File: src/rtl/fsm_evt_stretch_pkg.sv
// Shared definitions for the event stretcher: state encoding, the default
// stretch length derived from the divided FSM clock, and counter sizing.
package fsm_evt_stretch_pkg;

  localparam int FSM_CLK_ARR    = 125000;
  localparam int FSM_CLK_PERIOD = 2 * (FSM_CLK_ARR + 1);

  typedef enum logic [1:0] {
    IDLE = 2'b00,
    HOLD = 2'b01,
    GAP  = 2'b10
  } state_t;

  // Width of a counter that must reach max(hold_cyc, gap_cyc)-1; never below 1 bit.
  function automatic int cnt_width(input int hold_cyc, input int gap_cyc);
    int m;
    m = (hold_cyc > gap_cyc) ? hold_cyc : gap_cyc;
    return ($clog2(m) < 1) ? 1 : $clog2(m);
  endfunction

endpackage

File: src/rtl/fsm_evt_stretch_chan.sv
// One stretcher channel: edge detect, HOLD/GAP sequencer, pending queue
// counter with saturation and a sticky overflow flag.
module fsm_evt_chan
  import fsm_evt_stretch_pkg::*;
#(
  parameter int HOLD_CYC = FSM_CLK_PERIOD,
  parameter int GAP_CYC  = FSM_CLK_PERIOD,
  parameter int PEND_W   = 2
) (
  input  logic clk,
  input  logic rst_n,
  input  logic evt_in,
  input  logic ovf_clr,
  output logic evt_hold,
  output logic busy,
  output logic ovf
);

  localparam int                CW        = cnt_width(HOLD_CYC, GAP_CYC);
  localparam logic [CW-1:0]     HOLD_LAST = CW'(HOLD_CYC - 1);
  localparam logic [CW-1:0]     GAP_LAST  = CW'(GAP_CYC - 1);
  localparam logic [PEND_W-1:0] PEND_MAX  = {PEND_W{1'b1}};

  state_t              state_reg, state_next;
  logic [CW-1:0]       cnt_reg, cnt_next;
  logic [PEND_W-1:0]   pend_reg, pend_next;
  logic                prev_reg;
  logic                armed_reg;
  logic                ovf_reg, ovf_next;
  logic                evt_hold_reg, evt_hold_next;
  logic                busy_reg, busy_next;
  logic                rise;
  logic                pend_inc;
  logic                ovf_set;

  // A level already high when reset releases must be seen low before it can count.
  assign rise = evt_in & ~prev_reg & armed_reg;

  always_ff @(posedge clk) begin
    if (!rst_n) begin
      state_reg    <= IDLE;
      cnt_reg      <= '0;
      pend_reg     <= '0;
      prev_reg     <= 1'b0;
      armed_reg    <= 1'b0;
      ovf_reg      <= 1'b0;
      evt_hold_reg <= 1'b0;
      busy_reg     <= 1'b0;
    end else begin
      state_reg    <= state_next;
      cnt_reg      <= cnt_next;
      pend_reg     <= pend_next;
      prev_reg     <= evt_in;
      armed_reg    <= armed_reg | ~evt_in;
      ovf_reg      <= ovf_next;
      evt_hold_reg <= evt_hold_next;
      busy_reg     <= busy_next;
    end
  end

  always_comb begin
    state_next = state_reg;
    cnt_next   = cnt_reg;
    pend_next  = pend_reg;
    pend_inc   = 1'b0;
    ovf_set    = 1'b0;
    unique case (state_reg)
      IDLE: begin
        if (rise) begin
          state_next = HOLD;
          cnt_next   = '0;
        end
      end
      HOLD: begin
        pend_inc = rise;
        if (cnt_reg == HOLD_LAST) begin
          state_next = GAP;
          cnt_next   = '0;
        end else begin
          cnt_next = cnt_reg + CW'(1);
        end
      end
      GAP: begin
        if (cnt_reg == GAP_LAST) begin
          cnt_next = '0;
          // A rise on the final gap cycle replaces the dequeued entry, or starts directly.
          if (pend_reg != '0) begin
            state_next = HOLD;
            if (!rise) pend_next = pend_reg - PEND_W'(1);
          end else if (rise) begin
            state_next = HOLD;
          end else begin
            state_next = IDLE;
          end
        end else begin
          cnt_next = cnt_reg + CW'(1);
          pend_inc = rise;
        end
      end
      default: begin
        state_next = IDLE;
        cnt_next   = '0;
      end
    endcase
    if (pend_inc) begin
      if (pend_reg == PEND_MAX) ovf_set = 1'b1;
      else                      pend_next = pend_reg + PEND_W'(1);
    end
  end

  always_comb begin
    evt_hold_next = (state_next == HOLD);
    busy_next     = (state_next != IDLE) || (pend_next != '0);
    ovf_next      = ovf_set | (ovf_reg & ~ovf_clr);
  end

  assign evt_hold = evt_hold_reg;
  assign busy     = busy_reg;
  assign ovf      = ovf_reg;

endmodule

File: src/rtl/fsm_evt_stretch.sv
// Multi-channel event stretcher: widens short clk-domain events so the slow
// divided FSM clock samples each as exactly one high-then-low window.
module fsm_evt_stretch
  import fsm_evt_stretch_pkg::*;
#(
  parameter int CH       = 4,
  parameter int HOLD_CYC = FSM_CLK_PERIOD,
  parameter int GAP_CYC  = FSM_CLK_PERIOD,
  parameter int PEND_W   = 2
) (
  input  logic          clk,
  input  logic          rst_n,
  input  logic [CH-1:0] evt_in,
  input  logic [CH-1:0] ovf_clr,
  output logic [CH-1:0] evt_hold,
  output logic [CH-1:0] busy,
  output logic [CH-1:0] ovf
);

  genvar gi;
  generate
    for (gi = 0; gi < CH; gi++) begin : g_chan
      fsm_evt_chan #(
        .HOLD_CYC (HOLD_CYC),
        .GAP_CYC  (GAP_CYC),
        .PEND_W   (PEND_W)
      ) u_chan (
        .clk      (clk),
        .rst_n    (rst_n),
        .evt_in   (evt_in[gi]),
        .ovf_clr  (ovf_clr[gi]),
        .evt_hold (evt_hold[gi]),
        .busy     (busy[gi]),
        .ovf      (ovf[gi])
      );
    end
  endgenerate

endmodule

File: config.mk
export PLATFORM = sky130hd
export DESIGN_NAME = fsm_evt_stretch
export DESIGN_NICKNAME = d
export VERILOG_FILES = /design/src/rtl/fsm_evt_stretch_pkg.sv /design/src/rtl/fsm_evt_stretch_chan.sv /design/src/rtl/fsm_evt_stretch.sv
export SDC_FILE = /design/constraint.sdc
export NUM_CORES = 1
export LEC_CHECK = 0
export CORE_MARGIN = 1
export CORE_UTILIZATION = 57
export CTS_BUF_LIST = sky130_fd_sc_hd__clkbuf_2 sky130_fd_sc_hd__clkbuf_4 sky130_fd_sc_hd__clkbuf_8
export DETAILED_ROUTE_END_ITERATION = 10
export PLACE_DENSITY = 0.78
export SKIP_LAST_GASP = 1
export SYNTH_ARGS = -nofsm -noshare
export SYNTH_HDL_FRONTEND = slang
export SYNTH_SLANG_ARGS = --single-unit
File: constraint.sdc
create_clock -name clk -period 2.4 [get_ports clk]
set_input_delay 0.48 -clock clk [delete_from_list [all_inputs] [get_ports clk]]
set_output_delay 0.48 -clock clk [all_outputs]
set_load 0.02 [all_outputs]
## Word-level counts from Yosys, hierarchy flattened

Index checks and enable logic that the tools add are counted.

- Register bits: 108
- Memories: 0
- Input port bits: 10
- Memory bits (read-only): 0
- Logic and storage cells: 200
- Output and inout bits: 12
- Bits in writable memories: 0
- Latch bits: 0

- Divide/modulo/power cells: 0
- Shift operators: 0
- Muxes and demuxes: 76
- Bitwise logic cells: 32
- Equality and inequality tests: 24
- Add/sub/neg operators: 12
- Magnitude comparators: 0
- Multipliers: 0
- Reductions and logical operators: 24

Operators with widths:

| kind | number |
|---|---|
| 2-to-1 mux 18 bit | 8 |
| case mux 18 bit (2 select lines) | 4 |
| 2-to-1 mux 2 bit | 40 |
| adder 18 x 1 -> 18 bit, second input constant | 4 |
| == test 18 bit, second input constant | 4 |
| case mux 2 bit (3 select lines) | 4 |
| nonzero test 2 bit | 12 |
| == test 2 x 1 -> 1 bit, second input constant | 8 |
| == test 2 bit, second input constant | 8 |
| 2-to-1 mux 1 bit | 16 |
| bitwise AND 1 bit | 12 |
| inverter 1 bit | 12 |
| adder 2 x 1 -> 2 bit, second input constant | 4 |
| logical NOT 2 bit | 4 |
| != test 2 x 1 -> 1 bit, second input constant | 4 |
| bitwise OR 1 bit | 8 |
| case mux 1 bit (2 select lines) | 4 |
| OR reduction 2 bit | 4 |
| subtractor 2 x 1 -> 2 bit, second input constant | 4 |
| logical OR 1 bit | 4 |

## Longest topological paths before layout

- Word-level depth: 11
- Mapped depth: 10

## By module

Synthesis repeated with hierarchy kept, for this count alone.

- Cells, all modules: 671
- Area, all modules: 5,863.1 um2

Modules (own cells, without submodules):

| module | area an instance (um2) | times used | cells an instance |
|---|---|---|---|
| fsm_evt_chan (g_chan[0].u_chan ...) | 1,466.4 | 2 | 167 |
| fsm_evt_chan (g_chan[3].u_chan) | 1,490.2 | 1 | 169 |
| fsm_evt_chan (g_chan[1].u_chan) | 1,440.1 | 1 | 168 |

## Least setup slack after synthesis

Ideal clock, no wire load.

- Kind: register to register
- Start: reg g_chan[1].u_chan.cnt_reg[13]
- End: reg g_chan[1].u_chan.busy_reg
- Required time: 2,266 ps
- Path slack: 126 ps
- Period minus slack after synthesis: 2,274 ps
- Data arrival time: 2,140 ps
- Cell stages (with the launch flop): 9
- Path buffers: 1
- Cell sequence: dfxtp_1 -> nand2b_1 -> or4_4 -> buf_6 -> o31a_1 -> a21oi_1 -> xnor2_1 -> nor2_1 -> or4_1

- Cells in the longest elaborated chain, start to end: 7

Ends and longest elaborated chain:

| what | line | RTL |
|---|---|---|
| from (decl) | fsm_evt_stretch_chan.sv:25 | `logic [CW-1:0] cnt_reg, cnt_next;` |
| from (signal assigned) | fsm_evt_stretch_chan.sv:51 | `cnt_reg <= cnt_next;` |
| == test 18 bit * | fsm_evt_stretch_chan.sv:76, fsm_evt_stretch_chan.sv:84 |  |
| 2-to-1 mux 2 bit | fsm_evt_stretch_chan.sv:84 | `if (cnt_reg == GAP_LAST) begin` |
| 2-to-1 mux 2 bit | fsm_evt_stretch_chan.sv:67 | `unique case (state_reg)` |
| 2-to-1 mux 2 bit | fsm_evt_stretch_chan.sv:106 | `if (pend_reg == PEND_MAX) ovf_set = 1'b1;` |
| 2-to-1 mux 2 bit | fsm_evt_stretch_chan.sv:105 | `if (pend_inc) begin` |
| nonzero test 2 bit | fsm_evt_stretch_chan.sv:113 | `busy_next = (state_next != IDLE) \|\| (pend_next != '0);` |
| logical OR 1 bit * | fsm_evt_stretch_chan.sv:113 |  |
| to (signal assigned) | fsm_evt_stretch_chan.sv:57 | `busy_reg <= busy_next;` |
| to (decl) | fsm_evt_stretch_chan.sv:31 | `logic busy_reg, busy_next;` |

Every way passes the cells marked *; elsewhere a longest branch is shown, timed or not.
A chain may end at the register's enable or synchronous reset.

## Final worst setup path

Same ends and word-level chain as after synthesis.

==> qor.yml <==
outcome: "finished, final reports clean"
min_period_over_period_pct: 95.62
die-area_mm2: 0.01022
synthFlopType: "dfxtp_1"
antenna_found_initial: 0
clock_path_buffers: 2
grt_pass1_vias: 4477
worst_clock_skew_ns: 0.01199
final_util_pct: 68.48
met1_usage_pct: 28.29
finalCriticalPeriod_ns: 2.295
p_sw_w: 0.0007889
drv_slew: 0
finalPower_w: 0.003140
coreArea_mm2: 0.009371
ys_types: 63
cts_tree: "yes"
critPathTopFamily: "simple AND/OR/NAND/NOR gates"
nets: 767
synth-seq-cells: 108
crit_chain: "nand2b_1 > or4_4 > buf_4 > nor3_4 > mux2i_1 > nor2_1 > a211oi_1 > or4_1"
syn_to_final_growth_pct: 14.67
yosysSeqAreaShare_pct: 38.63
drt_pass1_iterations: 4
fin_area_mm2: 0.006417
synth_edf_count: 0
routed_wl_um: 11270
pin_count: 22
final_cells: 854
route.detailed.drc: 0
maxCapViolCount: 0
gp_congestion: 0.8392
slowest_stage: "or4_4"
critical_path_arrival_ns: 2.53
drt_iter0_drc: 124
antenna_left: 0
sw_frac_of_total_pct: 25.13
io_buffers: 21
synth_most_common_cell: "dfxtp_1"
synthesis.area_mm2: 0.005597
grt.busiest_layer: "met2"
fmax_mhz: 435.8
dp_hpwl_um: 8282
path_clk_slew_ns: 0.10
path_buf_inv: 1
cp.required_ns: 2.64
yosys.area.top_type: "dfxtp_1"
synthDominantCellAreaShare_pct: 38.63
grtUsageTotal_pct: 23.40
synth_nets: 713
p_int_w: 0.002351
combinationalPowerShare_pct: 9.3
drive_above_1_share_pct: 11.45
critPathMaxStageDelay_ns: 0.50
tightest_slew_ns: 0.5066
seq_power_share_pct: 58.6
cts_root_buf: "clkbuf_8"
worstSetupPathType: "reg -> reg"
wire_per_inst_um: 13.20
syn_avg_cell_area_um2: 8.391
htreeDepth: 3
grt_pass1_wl_um: 19400
vdd_drop_max_v: 0.0005388
crit_path_start_kind: "flop"
synthArstFlopShare_pct: 0
grt.met2_usage_pct: 41.08
leakage_nw: 2.488
numCtsBuffers: 9
hold_viol: 0
die_w_um: 101.1
placed_cells: 838
cts_hold_buf: 0
cts_sinks: 108
power_density_mw_per_mm2: 489.2
worstSetupEndpointType: "flop"
row_count: 35
clk_latency_ns: 0.37
gr-total-overflow: 0
worst-path-max-fanout: 6
hold_class: "reg -> reg"
dpl_cell_area_mm2: 0.006161
die_h_um: 101.1
clockPowerShare_pct: 32.1
grt_max_degree: 25
vias_per_cell: 5.470
largest_reg_flops: 72
num_vias: 4671
num_antenna_cells: 0
initial_core_util_pct: 59.72
use_met3_pct: 4.924
synth_cells: 667
setup_viol: 0
netlist_top_cells_area: "dfxtp_1 (39%), ha_1 (8.0%), nor2_1 (6.1%)"
synthTopCellsByCount: "dfxtp_1 (108), nor2_1 (91), nand2_1 (64)"
yosys_warnings: 0
max_slew_margin_pct: 65.94
ff2ff_setup_slack_ns: 0.11
-- routing by layer --
metal / wire, um / vias up
met1: 5143 / 2210
met2: 5596 / 63
met5: 0 / -
met4: 192 / 0
li1: - / 2380
met3: 337 / 18
-- power groups by stage --
stage | sequential, W | clock, W | combinational (W)
after CTS | 0.00184 | 0.00104 | 0.000290
after global placement | 0.00188 | 0 | 0.000279
after floorplan | 0.00188 | 0 | 0.000180
after global routing | 0.00184 | 0.00111 | 0.000323
after detailed placement | 0.00188 | 0 | 0.000287
final | 0.00184 | 0.00101 | 0.000292
-- worst reg2reg max path, stage by stage, from the launching register on --
cell	delay [ns]
dfxtp_1	0.32
nand2b_1	0.17
or4_4	0.50
buf_4	0.18
nor3_4	0.21
mux2i_1	0.10
nor2_1	0.10
a211oi_1	0.08
or4_1	0.50
-- per-stage QoR --
stage | hold slack, ns | TNS, ns | setup WS [ns]
2_1_floorplan | 0.4255 | 0 | 0.1256
3_3_place_gp | 0.4331 | -0.06956 | -0.03937
3_5_place_dp | 0.4417 | -0.5759 | -0.1243
4_1_cts | 0.4576 | 0 | 0.04215
5_1_grt | 0.4837 | -0.3958 | -0.05193
6_report | 0.4559 | 0 | 0.1052
-- what timing repair did --
| action | 4_1_cts | 5_1_grt |
|---|---|---|
| buffers inserted | 0 | 1 |
| hold endpoints to repair | 0 | 0 |
| gates resized for setup | 1 | 16 |
| pin swaps | 0 | 4 |
| setup endpoints to repair | 1 | 20 |
| gates cloned | 0 | 0 |
-- cell type report --
cell class	instances	area, um^2
Clock inverter	5	37.54
Sequential cell	108	2165
Fill cell	775	2954
Multi-Input combinational cell	497	3218
Inverter	38	142.6
Tap cell	129	161.4
Timing Repair Buffer	67	555.5
Clock buffer	10	137.6
-- logic make-up (layout without fill, tap and decap cells) --
family | count (synthesis) | in the layout | share of synthesized area [%]
AO/OA/AOI/OAI | 92 | 92 | 10.11
XOR/XNOR | 53 | 53 | 8.294
adder cells (fa/ha/maj) | 36 | 36 | 8.048
buffers and inverters | 62 | 120 | 5.142
flip-flops | 108 | 108 | 38.63
multiplexers | 9 | 9 | 1.677
AND/OR/NAND/NOR | 307 | 307 | 28.10
-- path summary, 6_finish.rpt --
| kind | from | end | depth (start not counted) |
|---|---|---|---|
| max | g_chan[1].u_chan.cnt_reg[13] | g_chan[1].u_chan.busy | 8 |
| min | g_chan[0].u_chan.armed_reg | g_chan[0].u_chan.armed_reg | 2 |
| max reg2reg | g_chan[1].u_chan.cnt_reg[13] | g_chan[1].u_chan.busy | 8 |
| min reg2reg | g_chan[0].u_chan.armed_reg | g_chan[0].u_chan.armed_reg | 2 |
-- layout by cell type, fill, tap and decap left out, types with 4 or more instances in the layout --
cell               n
nand4_1           15
mux2i_1            6
clkbuf_8          10
a21oi_1           32
nand2b_1           4
a211oi_1           4
nand3_1           28
or3_1              6
nand2_1           64
xor2_1            35
buf_4             46
and2_1            17
and3_1            18
nand4b_1           4
nor2b_1            9
nor3_1            14
inv_1             38
nor2_1            90
dfxtp_1          106
xnor2_1           18
nor4b_1            6
o21ai_0           19
a31oi_1            4
clkdlybuf4s50_1   21
ha_1              36
nand3b_1           9
(Power assumes the default switching activity.)
